### src/rtl/inst_queue_if.sv
// Fetch/decode bundle for the instruction prefetch queue.
// The slave modport is the queue itself; the master modport is the surrounding pipeline.
interface inst_queue_if #(
    parameter int DEPTH  = 4,
    parameter int ADDR_W = 32,
    parameter int DATA_W = 32
);
    localparam int CNT_W = $clog2(DEPTH) + 1;

    logic [ADDR_W-1:0] pc_i;
    logic [DATA_W-1:0] inst_i;
    logic              inst_valid_i;
    logic              flush_i;
    logic [5:0]        stall;
    logic              stallreq_o;
    logic [CNT_W-1:0]  count_o;
    logic              overflow_o;
    logic [ADDR_W-1:0] id_pc;
    logic [DATA_W-1:0] id_inst;
    logic              id_valid_o;

    modport slave (
        input  pc_i, inst_i, inst_valid_i, flush_i, stall,
        output stallreq_o, count_o, overflow_o, id_pc, id_inst, id_valid_o
    );

    modport master (
        output pc_i, inst_i, inst_valid_i, flush_i, stall,
        input  stallreq_o, count_o, overflow_o, id_pc, id_inst, id_valid_o
    );
endinterface

### src/rtl/inst_queue.sv
// Instruction prefetch queue: circular FIFO between fetch and ID with registered ID outputs.
// Optional INST_QUEUE_BYPASS_EN: an empty queue forwards the incoming fetch straight to ID.
module inst_queue #(
    parameter int DEPTH  = 4,
    parameter int ADDR_W = 32,
    parameter int DATA_W = 32
) (
    input  logic         clk,
    input  logic         rst,
    inst_queue_if.slave  bus
);
    localparam int PTR_W = $clog2(DEPTH);
    localparam int CNT_W = PTR_W + 1;

    logic [ADDR_W-1:0] pc_mem   [DEPTH];
    logic [DATA_W-1:0] inst_mem [DEPTH];

    logic [PTR_W-1:0]  head_reg;
    logic [PTR_W-1:0]  tail_reg;
    logic [CNT_W-1:0]  count_reg;
    logic [CNT_W-1:0]  count_next;
    logic              overflow_reg;
    logic [ADDR_W-1:0] id_pc_reg;
    logic [DATA_W-1:0] id_inst_reg;
    logic              id_valid_reg;

    logic full;
    logic empty;
    logic pop;
    logic push;
    logic bypass;
    logic drop;

    always_comb begin
        full   = (count_reg == CNT_W'(DEPTH));
        empty  = (count_reg == '0);
        pop    = !bus.stall[1] && !empty && !bus.flush_i;
`ifdef INST_QUEUE_BYPASS_EN
        bypass = bus.inst_valid_i && !bus.stall[1] && empty && !bus.flush_i;
`else
        bypass = 1'b0;
`endif
        // A full queue still accepts a fetch when the head leaves the same cycle.
        push   = bus.inst_valid_i && !bus.flush_i && !bypass && (!full || pop);
        drop   = bus.inst_valid_i && !bus.flush_i && full && !pop;
        count_next = count_reg + CNT_W'(push) - CNT_W'(pop);
    end

    // Storage has no reset so it maps onto RAM; stale contents are never read.
    always_ff @(posedge clk) begin
        if (push) begin
            pc_mem[tail_reg]   <= bus.pc_i;
            inst_mem[tail_reg] <= bus.inst_i;
        end
    end

    always_ff @(posedge clk) begin
        if (rst) begin
            head_reg     <= '0;
            tail_reg     <= '0;
            count_reg    <= '0;
            overflow_reg <= 1'b0;
            id_pc_reg    <= '0;
            id_inst_reg  <= '0;
            id_valid_reg <= 1'b0;
        end else if (bus.flush_i) begin
            head_reg     <= '0;
            tail_reg     <= '0;
            count_reg    <= '0;
            id_pc_reg    <= '0;
            id_inst_reg  <= '0;
            id_valid_reg <= 1'b0;
        end else begin
            if (pop)
                head_reg <= head_reg + PTR_W'(1);
            if (push)
                tail_reg <= tail_reg + PTR_W'(1);
            if (drop)
                overflow_reg <= 1'b1;
            count_reg <= count_next;

            // ID outputs only move when decode is not stalled.
            if (!bus.stall[1]) begin
                if (pop) begin
                    id_pc_reg    <= pc_mem[head_reg];
                    id_inst_reg  <= inst_mem[head_reg];
                    id_valid_reg <= 1'b1;
                end else if (bypass) begin
                    id_pc_reg    <= bus.pc_i;
                    id_inst_reg  <= bus.inst_i;
                    id_valid_reg <= 1'b1;
                end else begin
                    id_pc_reg    <= '0;
                    id_inst_reg  <= '0;
                    id_valid_reg <= 1'b0;
                end
            end
        end
    end

    assign bus.stallreq_o = full;
    assign bus.count_o    = count_reg;
    assign bus.overflow_o = overflow_reg;
    assign bus.id_pc      = id_pc_reg;
    assign bus.id_inst    = id_inst_reg;
    assign bus.id_valid_o = id_valid_reg;
endmodule
### src/flat_wrapper.sv
// flat-port wrapper written by rule: the top's interface ports become plain ports
module inst_queue_flat 
#(
    parameter int DEPTH  = 4,
    parameter int ADDR_W = 32,
    parameter int DATA_W = 32
)
  (clk, rst, bus_pc_i, bus_inst_i, bus_inst_valid_i, bus_flush_i, bus_stall, bus_stallreq_o, bus_count_o, bus_overflow_o, bus_id_pc, bus_id_inst, bus_id_valid_o);
  inst_queue_if #(.DEPTH(DEPTH), .ADDR_W(ADDR_W), .DATA_W(DATA_W)) bus_i ();
  input  logic clk;
  input  logic rst;
  input wire logic [$bits(bus_i.pc_i)-1:0] bus_pc_i;
  input wire logic [$bits(bus_i.inst_i)-1:0] bus_inst_i;
  input wire logic [$bits(bus_i.inst_valid_i)-1:0] bus_inst_valid_i;
  input wire logic [$bits(bus_i.flush_i)-1:0] bus_flush_i;
  input wire logic [$bits(bus_i.stall)-1:0] bus_stall;
  output wire logic [$bits(bus_i.stallreq_o)-1:0] bus_stallreq_o;
  output wire logic [$bits(bus_i.count_o)-1:0] bus_count_o;
  output wire logic [$bits(bus_i.overflow_o)-1:0] bus_overflow_o;
  output wire logic [$bits(bus_i.id_pc)-1:0] bus_id_pc;
  output wire logic [$bits(bus_i.id_inst)-1:0] bus_id_inst;
  output wire logic [$bits(bus_i.id_valid_o)-1:0] bus_id_valid_o;
  assign bus_i.pc_i = bus_pc_i;
  assign bus_i.inst_i = bus_inst_i;
  assign bus_i.inst_valid_i = bus_inst_valid_i;
  assign bus_i.flush_i = bus_flush_i;
  assign bus_i.stall = bus_stall;
  assign bus_stallreq_o = bus_i.stallreq_o;
  assign bus_count_o = bus_i.count_o;
  assign bus_overflow_o = bus_i.overflow_o;
  assign bus_id_pc = bus_i.id_pc;
  assign bus_id_inst = bus_i.id_inst;
  assign bus_id_valid_o = bus_i.id_valid_o;
  inst_queue #(.DEPTH(DEPTH), .ADDR_W(ADDR_W), .DATA_W(DATA_W)) u_core (.clk(clk), .rst(rst), .bus(bus_i));
endmodule
### config.mk
export PLATFORM = sky130hd
export DESIGN_NAME = inst_queue_flat
export DESIGN_NICKNAME = d
export VERILOG_FILES = /design/src/rtl/inst_queue_if.sv /design/src/rtl/inst_queue.sv /design/src/flat_wrapper.sv
export SDC_FILE = /design/constraint.sdc
export NUM_CORES = 1
export LEC_CHECK = 0
export ABC_AREA = 0
export CAP_MARGIN = 20
export CORE_UTILIZATION = 55
export DETAILED_ROUTE_END_ITERATION = 6
export GPL_TIMING_DRIVEN = 0
export HOLD_SLACK_MARGIN = 0.03
export PLACE_DENSITY = 0.85
export SLEW_MARGIN = 20
export SYNTH_ARGS = -nofsm -noshare
export SYNTH_HDL_FRONTEND = slang
export SYNTH_SLANG_ARGS = --single-unit
### constraint.sdc
create_clock -name clk -period 4 [get_ports clk]
set_input_delay 1 -clock clk [delete_from_list [all_inputs] [get_ports clk]]
set_output_delay 1 -clock clk [all_outputs]
set_load 0.05 [all_outputs]
==> out/metrics.cfg <==
[power_and_ir_drop]
p_leak_uw=0.004779
power_frac_comb=0.037
p_sw_uw=1355
p_int_uw=5631
p_total_uw=6987
vdd_drop_max_uv=371.6
power_frac_clock=0.424
p_per_area_nw_per_um2=477.6
seq_power_share=0.539
p_sw_frac=0.1940

[sta]
drv_slew=0
finalSetupViolations=0
fin_crit_ns=3.278
slew_headroom=0.4801
setup_slack_ns=0.7224
fin_crit_sh=0.8194
skew_ns=0.01440
clock.fmax_ghz=0.3051
finalHoldViolations=0
worstMarginPinSlew_ns=0.7774
rsz0062_at_grt=false

[grt]
grt_pass1_vias=6301
antenna_found_initial=0
grt_usage=0.2109
grt_max_degree=40
grt_pass1_wl_um=34560
grt_overflow_total=0

[synth]
synthTopCellsByCount=edfxtp_1, dfxtp_1, a22o_1, mux4_2, buf_2
syn_inst=539
synth_top_family_by_area=multiplexers
syn_area_sq_um=11750
avgSynthCellArea_sq_um=21.80
synth-seq-cells=331
netlist-cell-type-count=32
synth_compound_area_frac=0.05144
synth_mux_area_frac=0.1244
yosysMostFrequentCell=edfxtp_1
seq_area_frac_synth=0.7822
synth_xor_area_frac=0.0007456
synthSimpleGateAreaFrac=0.01534
yosysTopAreaCellShare=0.6544
async_flop_share=0
synthAdderAreaFrac=0.008095
synth-edff-count=256
yosys_warnings=0
ys.flop_type=edfxtp_1
synth_largest_area_cell=edfxtp_1
synth.top_cells.by_area=edfxtp_1, dfxtp_1, mux4_2, a22o_1, buf_6
synth_nets=620

[die]
die_x_um=148.1
fp.dieH_um=148.1
placementRows=53
ioPinCount=144
core_area_sq_um=20960
start_util=0.5606
die_area_sq_um=21950

[place]
dp.cells=956
gp_congestion=0.7391
io_buffers=138
dp_hpwl_um=13840
pre_cts_ws_ns=0.2196

[clock_network]
clk_latency_ns=0.49
clock-sinks=331
post_cts_buffers=0
cts_made_buffers=34
cts_tree=done
postCtsHoldBufs=0
h-tree-depth=2
cts_root_buf=clkbuf_16
clk_pin_slew_ns=0.06
cts_resized=0
cts_buffer_depth=3

[worst_setup_path]
r2r_setup_slack_ns=1.16
reg2reg_depth=10
critPathRequiredTime_ns=4.41
cp-start-kind=primary input
arrival_ns=3.69
crit_fanout=8
regToRegStartpoint=u_core.bus.count_o[1]
crit_start=bus_stall[1]
crit_path_end_kind=register
r2r_end=u_core.bus.count_o[2]
crit_end=u_core.bus.count_o[2]
worstSetupPathType=primary input to register

[drt]
postRouteAntennaNets=0
wl_per_cell_um=21.89
vias_per_cell=5.776
totalWireLength_um=22260
drtIter0Drc=392
drc=0
first_pass_iters=6
vias=5874

[run]
cap_violations=0

[finish]
stdcell_count=1017
top_regs=u_core.inst_mem x128, u_core.pc_mem x128
drive_gt1_frac=0.1900
syn2layout_area_growth_pct=24.53
num_antenna_cells=0
nNetsFinal=798

[hold_path]
holdPathStages=1
holdCritPathClass=register to register

[outcome]
status=complete, no violations

## per-stage QoR
| step | cell area [sq um] | hold slack (ns) | util | setup TNS [ns] |
|---|---|---|---|---|
| finish | 14630 | 0.4733 | 0.6981 | 0 |
| global route | 14630 | 0.4802 | 0.6981 | 0 |
| CTS | 14630 | 0.4742 | 0.6981 | 0 |
| detailed placement | 13570 | 0.4609 | 0.6477 | 0 |
| global placement | 13470 | 0.4598 | 0.6429 | -235.36 |
| floorplan | 11750 | 0.4535 | - | 0 |
## layout make-up
class | count | area (sq um)
buffer | 28 | 190.2
clock buffer | 44 | 919.6
clock inverter | 17 | 136.4
fill | 1292 | 6326
inverter | 5 | 18.77
multi-input combinational | 175 | 2370
sequential | 331 | 9189
tap | 275 | 344.1
timing repair buffer | 142 | 1461
## cell usage in the layout (no fill, tap or decap), types with 4 or more instances in the layout
master / count
dfxtp_1: 75
buf_12: 4
mux4_2: 64
clkdlybuf4s50_1: 138
clkinv_1: 6
inv_1: 5
buf_2: 8
clkbuf_16: 35
edfxtp_1: 256
and3_4: 4
and2_1: 4
a22o_1: 64
ha_1: 6
clkinv_2: 6
buf_6: 7
nor2_1: 5
clkbuf_1: 14
buf_4: 6
## power by group through the flow
stage | combinational (uW) | clock (uW) | sequential (uW)
global route | 276 | 3150 | 3770
detailed placement | 260 | 0 | 3840
finish | 259 | 2960 | 3770
floorplan | 88.8 | 0 | 3860
CTS | 261 | 3010 | 3770
global placement | 241 | 0 | 3840
## cells by family (layout without fill, tap and decap cells)
| family | after synthesis | in the layout |
|---|---|---|
| AOI/OAI and AO/OA | 72 | 72 |
| muxes | 66 | 66 |
| DFF | 331 | 331 |
| adders and majority gates | 7 | 7 |
| xor gates and xnor gates | 1 | 1 |
| buffers and inverters | 33 | 236 |
| and+or+nand+nor | 29 | 29 |
## worst max-delay path, cell delays in order
cell             delay [ns]
clkdlybuf4s50_1        0.57
nor3_1                 0.63
ha_1                   0.36
inv_1                  0.06
ha_1                   0.13
inv_1                  0.05
fa_1                   0.40
xor2_1                 0.17
and2_1                 0.16
nor3_1                 0.15
## routing by layer
| layer | share of wire | vias to the layer above | global-route usage | wire (um) |
|---|---|---|---|---|
| met5 | 0 | - | 0 | 0 |
| met4 | 0.024 | 0 | 0.07320 | 524 |
| met3 | 0.055 | 42 | 0.03712 | 1228 |
| met2 | 0.52 | 217 | 0.3575 | 11480 |
| met1 | 0.41 | 3018 | 0.2771 | 9022 |
| li1 | - | 2597 | - | - |
## worst min path at each step
stage                      startpoint                endpoint  slack [ns]
6_report       u_core.bus.id_inst[13]  u_core.bus.id_inst[13]        0.47
5_1_grt           u_core.bus.id_pc[7]     u_core.bus.id_pc[7]        0.48
4_1_cts           u_core.bus.id_pc[7]     u_core.bus.id_pc[7]        0.47
3_5_place_dp      u_core.bus.id_pc[7]     u_core.bus.id_pc[7]        0.46
3_3_place_gp   u_core.bus.id_inst[13]  u_core.bus.id_inst[13]        0.46
2_1_floorplan      u_core.head_reg[1]                register        0.45
No activity file was read; power rests on OpenSTA's default activity.
==> edit 1 (config.mk and constraints unchanged) <==
`DATA_W` is set to 32 in 3 places; all go to 16.
--- a/src/rtl/inst_queue_if.sv
+++ b/src/rtl/inst_queue_if.sv
@@ -3,7 +3,7 @@
 interface inst_queue_if #(
     parameter int DEPTH  = 4,
     parameter int ADDR_W = 32,
-    parameter int DATA_W = 32
+    parameter int DATA_W = 16
 );
     localparam int CNT_W = $clog2(DEPTH) + 1;
 
--- a/src/rtl/inst_queue.sv
+++ b/src/rtl/inst_queue.sv
@@ -3,7 +3,7 @@
 module inst_queue #(
     parameter int DEPTH  = 4,
     parameter int ADDR_W = 32,
-    parameter int DATA_W = 32
+    parameter int DATA_W = 16
 ) (
     input  logic         clk,
     input  logic         rst,
--- a/src/flat_wrapper.sv
+++ b/src/flat_wrapper.sv
@@ -3,7 +3,7 @@
 #(
     parameter int DEPTH  = 4,
     parameter int ADDR_W = 32,
-    parameter int DATA_W = 32
+    parameter int DATA_W = 16
 )
   (clk, rst, bus_pc_i, bus_inst_i, bus_inst_valid_i, bus_flush_i, bus_stall, bus_stallreq_o, bus_count_o, bus_overflow_o, bus_id_pc, bus_id_inst, bus_id_valid_o);
   inst_queue_if #(.DEPTH(DEPTH), .ADDR_W(ADDR_W), .DATA_W(DATA_W)) bus_i ();
Ports: changed (resized bus_id_inst and bus_inst_i); port bits go from 144 to 112. No check against the original RTL was run, so the function may have changed too.
==> edit 1 against the original RTL <==
Register-to-register slack improved by 490 ps; design area decreased by 23%; setup slack better by 260 ps; area after synthesis is 24% lower; maximum frequency increased by 8.5%; critical path depth down 7; non-clock buffer count decreased by 38; combinational power fell by 18%; count of clock-buffer cells in the layout fell by 14; core utilization rose by 1.5 points; sequential cell count fell by 80; total power fell by 19%; sequential share of layout area fell by 1.5 points; wire length fell by 25%.
==> edit 1: results (changes against the original RTL) <==
[synth]
seq_area_frac_synth_pct = 77.6  ; -0.67 points
synth_xor_area_share_pct = 0.0978  ; +0.023 points
avgSynthCellArea_um2 = 21.2  ; -2.8%
muxShareOfSynthArea_pct = 12.1  ; -0.37 points
async_flop_share_pct = 0  ; unchanged
syn_nets = 488  ; -21%
synth_compound_area_share_pct = 5.41  ; +0.26 points
synth_area_leaders = edfxtp_1, dfxtp_1, mux4_2
synth_edf_count = 192  ; -25%
synthAdderAreaFrac_pct = 1.06  ; +0.25 points
synthTopCellsByCount = edfxtp_1, dfxtp_1, a22o_1, mux4_2, buf_2
ys.warnings.count = 0  ; unchanged

[power]
vdd_drop_max_uv = 543  ; +46%
p_leak_nw = 3.74  ; -22%

[sta]
finalCritPeriodShare_pct = 75.6  ; -6.4 points
clock_skew_ps = 13.0  ; -1.42 ps
hold_viol = 0  ; unchanged
relSlewSlack_pct = 59.0  ; +11 points

[global_routing]
grt_max_degree = 35  ; -13%
grt_pass1_wl_mm = 25.6  ; -26%
grt_pass1_vias = 4679  ; -26%
grt_use_total_pct = 20.7  ; -0.41 points
antenna_found_initial = 0  ; unchanged

[detailed_routing]
wl_per_cell_um = 20.9  ; -4.3%
drt_iter0_markers = 265  ; -32%
via_per_inst = 5.59  ; -3.2%
drt-pass1-iter-count = 4  ; -2

[layout]
largest_reg_flops = 128
drive_above_1_share_pct = 20.7  ; +1.7 points
instances_no_fill = 797  ; -22%
final_nets = 626  ; -22%

[setup_path]
reg2reg_slack_ps = 1650  ; +490 ps
arrival_ps = 2020  ; -1670 ps
r2r_end = u_core.bus.count_o[2]
critPathLaunchType = register
crit_path_max_fanout = 8  ; unchanged
timing.rr.start = u_core.bus.count_o[1]
crit_end = bus_stallreq_o

[placed_design]
port_buffers = 106  ; -23%
dp_cells = 749  ; -22%
gp_congestion = 0.795  ; +7.5%
dp_hpwl_mm = 10.3  ; -26%
placed_area_um2 = 10400  ; -23%

[cts]
cts_made_buffers = 26  ; -24%
postCtsSetupBuffers = 0  ; unchanged
clk_latency_ps = 520  ; +30 ps
htreeDepth = 1  ; -1
clk_pin_slew_worst_paths_ps = 60  ; about the same
cts_hold_buf = 0  ; unchanged
cts-resized-gates = 0  ; unchanged
root_buffer = clkbuf_16

[outcome]
status = finished clean

-- edit 1: changes by cell type after synthesis, moves of 5 or more --
cell	before	now
edfxtp_1	256	192
a22o_1	64	48
dfxtp_1	75	59
mux4_2	64	48
buf_4	6	1
-- edit 1: logic make-up (layout without fill, tap and decap cells) --
group	Yosys count	count (layout)
xor gates and xnor gates	1	1
adders and majority gates	7	7
DFF	251	251
AOI/OAI and AO/OA	59	59
muxes	48	48
and+or+nand+nor	29	29
buffers and inverters	28	186
-- edit 1: worst min path at each step --
| stage | start | to | slack (ps) | depth (start not counted) |
|---|---|---|---|---|
| 6_report | u_core.bus.id_pc[17] | u_core.bus.id_pc[17] | 480 | 1 |
| 5_1_grt | u_core.bus.id_inst[4] | u_core.bus.id_inst[4] | 490 | 1 |
| 4_1_cts | u_core.bus.id_inst[15] | u_core.bus.id_inst[15] | 480 | 1 |
| 3_5_place_dp | u_core.bus.id_inst[15] | u_core.bus.id_inst[15] | 460 | 1 |
| 3_3_place_gp | u_core.bus.overflow_o | u_core.bus.overflow_o | 450 | 2 |
| 2_1_floorplan | u_core.head_reg[1] | register | 450 | 2 |
-- edit 1: routing by layer --
layer	vias to the layer above	GRT usage (%)	routed length, um
met1	2270	26.6	6820
li1	2023	-	-
met5	-	0	0
met3	25	4.67	1010
met2	138	35.6	8540
met4	0	5.61	322
-- edit 1: area by class of cell --
type	count	area, um2
buffer	22	136
multi-input combinational	144	1870
clock inverter	18	260
tap	216	270
clock buffer	30	687
inverter	6	22.5
timing repair buffer	110	1140
fill	962	4550
sequential	251	6950
-- edit 1: power breakdown --
| group | internal [mW] | total [mW] | switching, mW |
|---|---|---|---|
| registers | 2.84 | 2.85 | 0.0133 |
| clock network | 1.63 | 2.61 | 0.977 |
| logic | 0.105 | 0.212 | 0.108 |
| total | 4.58 | 5.67 | 1.10 |
-- edit 1: critical path, stage by stage (launching register included) --
cell and delay, ps:
dfxtp_1 410, nor2_1 170, and2_1 130, clkdlybuf4s50_1 800
-- edit 1: stage by stage --
stage | utilization (%) | total power [mW] | worst slack, ps
5_1_grt | 71.4 | 5.82 | 853
4_1_cts | 71.4 | 5.73 | 967
3_5_place_dp | 65.4 | 3.12 | 495
6_report | 71.4 | 5.67 | 978
2_1_floorplan | - | 3.01 | 1020
3_3_place_gp | 64.8 | 3.11 | -485
==> edit 2 (config.mk and constraints unchanged) <==
Made on the original files. Make the reset (`rst`) asynchronous in one clocked block.
--- a/src/rtl/inst_queue.sv
+++ b/src/rtl/inst_queue.sv
@@ -54,7 +54,7 @@
         end
     end
 
-    always_ff @(posedge clk) begin
+    always_ff @(posedge clk or posedge rst) begin
         if (rst) begin
             head_reg     <= '0;
             tail_reg     <= '0;
Function: differs if rst is asserted again (counterexample within 4 cycles, from zero or initial values and one cycle with rst high); with rst held inactive, the same outputs for 4 cycles.
==> edit 2 against the original RTL <==
First-iteration DRC count rose by 19%; global-route usage up 1.1 points; cell count fell by 0.79%; design area up 2.6%; via count increased by 0.61%; setup slack worse by 69 ps; largest cell class unchanged; wire length is 7.3% higher; area after synthesis rose by 2.4%; sequential cell count is 2 lower.
Power is not compared: it rests on default switching activity, and its combinational part moved more than twofold at a synthesized area within 25%.
==> edit 2: results (changes against the original RTL) <==
[cts]
cts_made_buffers = 34  ; unchanged
htreeDepth = 2  ; unchanged
postCtsSetupBuffers = 0  ; unchanged
root_buffer = clkbuf_16

[power]
p_leak_nw = 5.26

[setup_path]
timing.rr.start = u_core.bus.count_o[1]
worstRegToRegCells = 11  ; +1
reg2reg_slack_ps = 1170
critPathMaxStageDelay_ps = 520  ; -110 ps
crit_family = buffers and inverters
crit_path_max_fanout = 10  ; +2
crit_slowest_cell = clkdlybuf4s50_1
r2r_end = u_core.bus.count_o[2]
arrival_ps = 3750  ; +60 ps

[synth]
syn_nets = 611  ; -1.5%
synthCells = 530  ; -1.7%
seq_area_frac_synth_pct = 79.1  ; +0.84 points
ys_types = 29  ; -9.4%
ys.warnings.count = 0  ; unchanged
synthTopCellsByCount = edfxtp_1, dfrtp_1, a22o_1, mux4_2, buf_2
synth_area_leaders = edfxtp_1, dfrtp_1, mux4_2
async_flop_share_pct = 22.2  ; +22 points

[layout]
buf_share_pct = 11.2  ; -0.096 points
n_clock_buffer = 51  ; +16%
inverters = 7  ; +2
sh_seq_area_pct = 63.4  ; +0.56 points
clk_share_pct = 7.66  ; +0.44 points
drive_above_1_share_pct = 19.8  ; +0.75 points
fillCellCount = 1267  ; -1.9%
post-route-cell-area_um2 = 15000  ; +2.6%
seq_cells = 329  ; -0.60%
final_nets = 789  ; -1.1%
buffers = 172  ; +1.2%
multiInputGateArea_um2 = 2290  ; -3.2%

[global_routing]
grt_pass1_vias = 6493  ; +3.0%
overflow = 0  ; unchanged
grt_pass1_wl_mm = 36.7  ; +6.1%

[placed_design]
placed_area_um2 = 13900  ; +2.1%
gp_congestion = 0.746  ; +0.87%
dp_cells = 947  ; -0.94%
port_buffers = 137  ; -0.72%
dp_hpwl_mm = 14.3  ; +3.3%

[min_path]
holdCritStartpoint = u_core.bus.overflow_o
min_to = u_core.bus.overflow_o

[detailed_routing]
routed-via-count = 5910  ; +0.61%
m1WireLength_mm = 9.67  ; +7.2%
drt-pass1-iter-count = 4  ; -2
met3WireLength_mm = 1.52  ; +24%
drt_iter0_markers = 466  ; +19%
wl_met2_mm = 12.3  ; +7.4%
via_per_inst = 5.86  ; +1.4%
wl_per_cell_um = 23.7  ; +8.1%

[sta]
clock_skew_ps = 14.1  ; -0.322 ps
tightest_slew_ps = 726  ; -51.4 ps

[outcome]
status = finished clean

edit 2: cell count changes after synthesis, moves of 5 or more:
| cell | unedited run | this run |
|---|---|---|
| dfxtp_1 | 75 | 0 |
| dfrtp_1 | 0 | 73 |
| buf_4 | 6 | 0 |
| buf_2 | 8 | 13 |
| buf_6 | 7 | 2 |
edit 2: metrics by stage:
stage	setup slack, ps	TNS, ps	hold slack (ps)	util [%]
after global routing	440	0	483	70.7
after detailed placement	148	0	461	65.3
after global placement	-1150	-319180	460	64.8
final	654	0	477	70.7
after floorplan	101	0	504	-
after CTS	632	0	479	70.7
edit 2: logic make-up after synthesis:
group                    count (synthesis)  share of synthesized area, %
flip-flops                             329                          79.1
AO/OA/AOI/OAI                           71                          5.01
multiplexers                            66                          12.2
buffers and inverters                   37                          1.95
AND/OR/NAND/NOR                         19                         0.957
adder cells (fa/ha/maj)                  7                         0.790
XOR/XNOR                                 1                        0.0728
edit 2: metal layers:
| metal | track usage, % | vias to the layer above |
|---|---|---|
| li1 | - | 2563 |
| met1 | 28.9 | 3090 |
| met2 | 38.1 | 224 |
| met3 | 4.33 | 33 |
| met4 | 6.52 | 0 |
| met5 | 0 | - |
edit 2: worst max path at each step:
stage | startpoint | to | slack (ps) | cells after the start
final | bus_stall[1] | u_core.bus.count_o[2] | 650 | 11
after global routing | bus_stall[1] | u_core.bus.count_o[2] | 440 | 11
after CTS | bus_stall[1] | u_core.bus.count_o[2] | 630 | 11
after detailed placement | bus_stall[1] | u_core.bus.count_o[2] | 150 | 11
after global placement | bus_stall[1] | u_core.inst_mem[3][27] | -1150 | 3
after floorplan | u_core.bus.count_o[2] | u_core.inst_mem[0][0] | 100 | 3
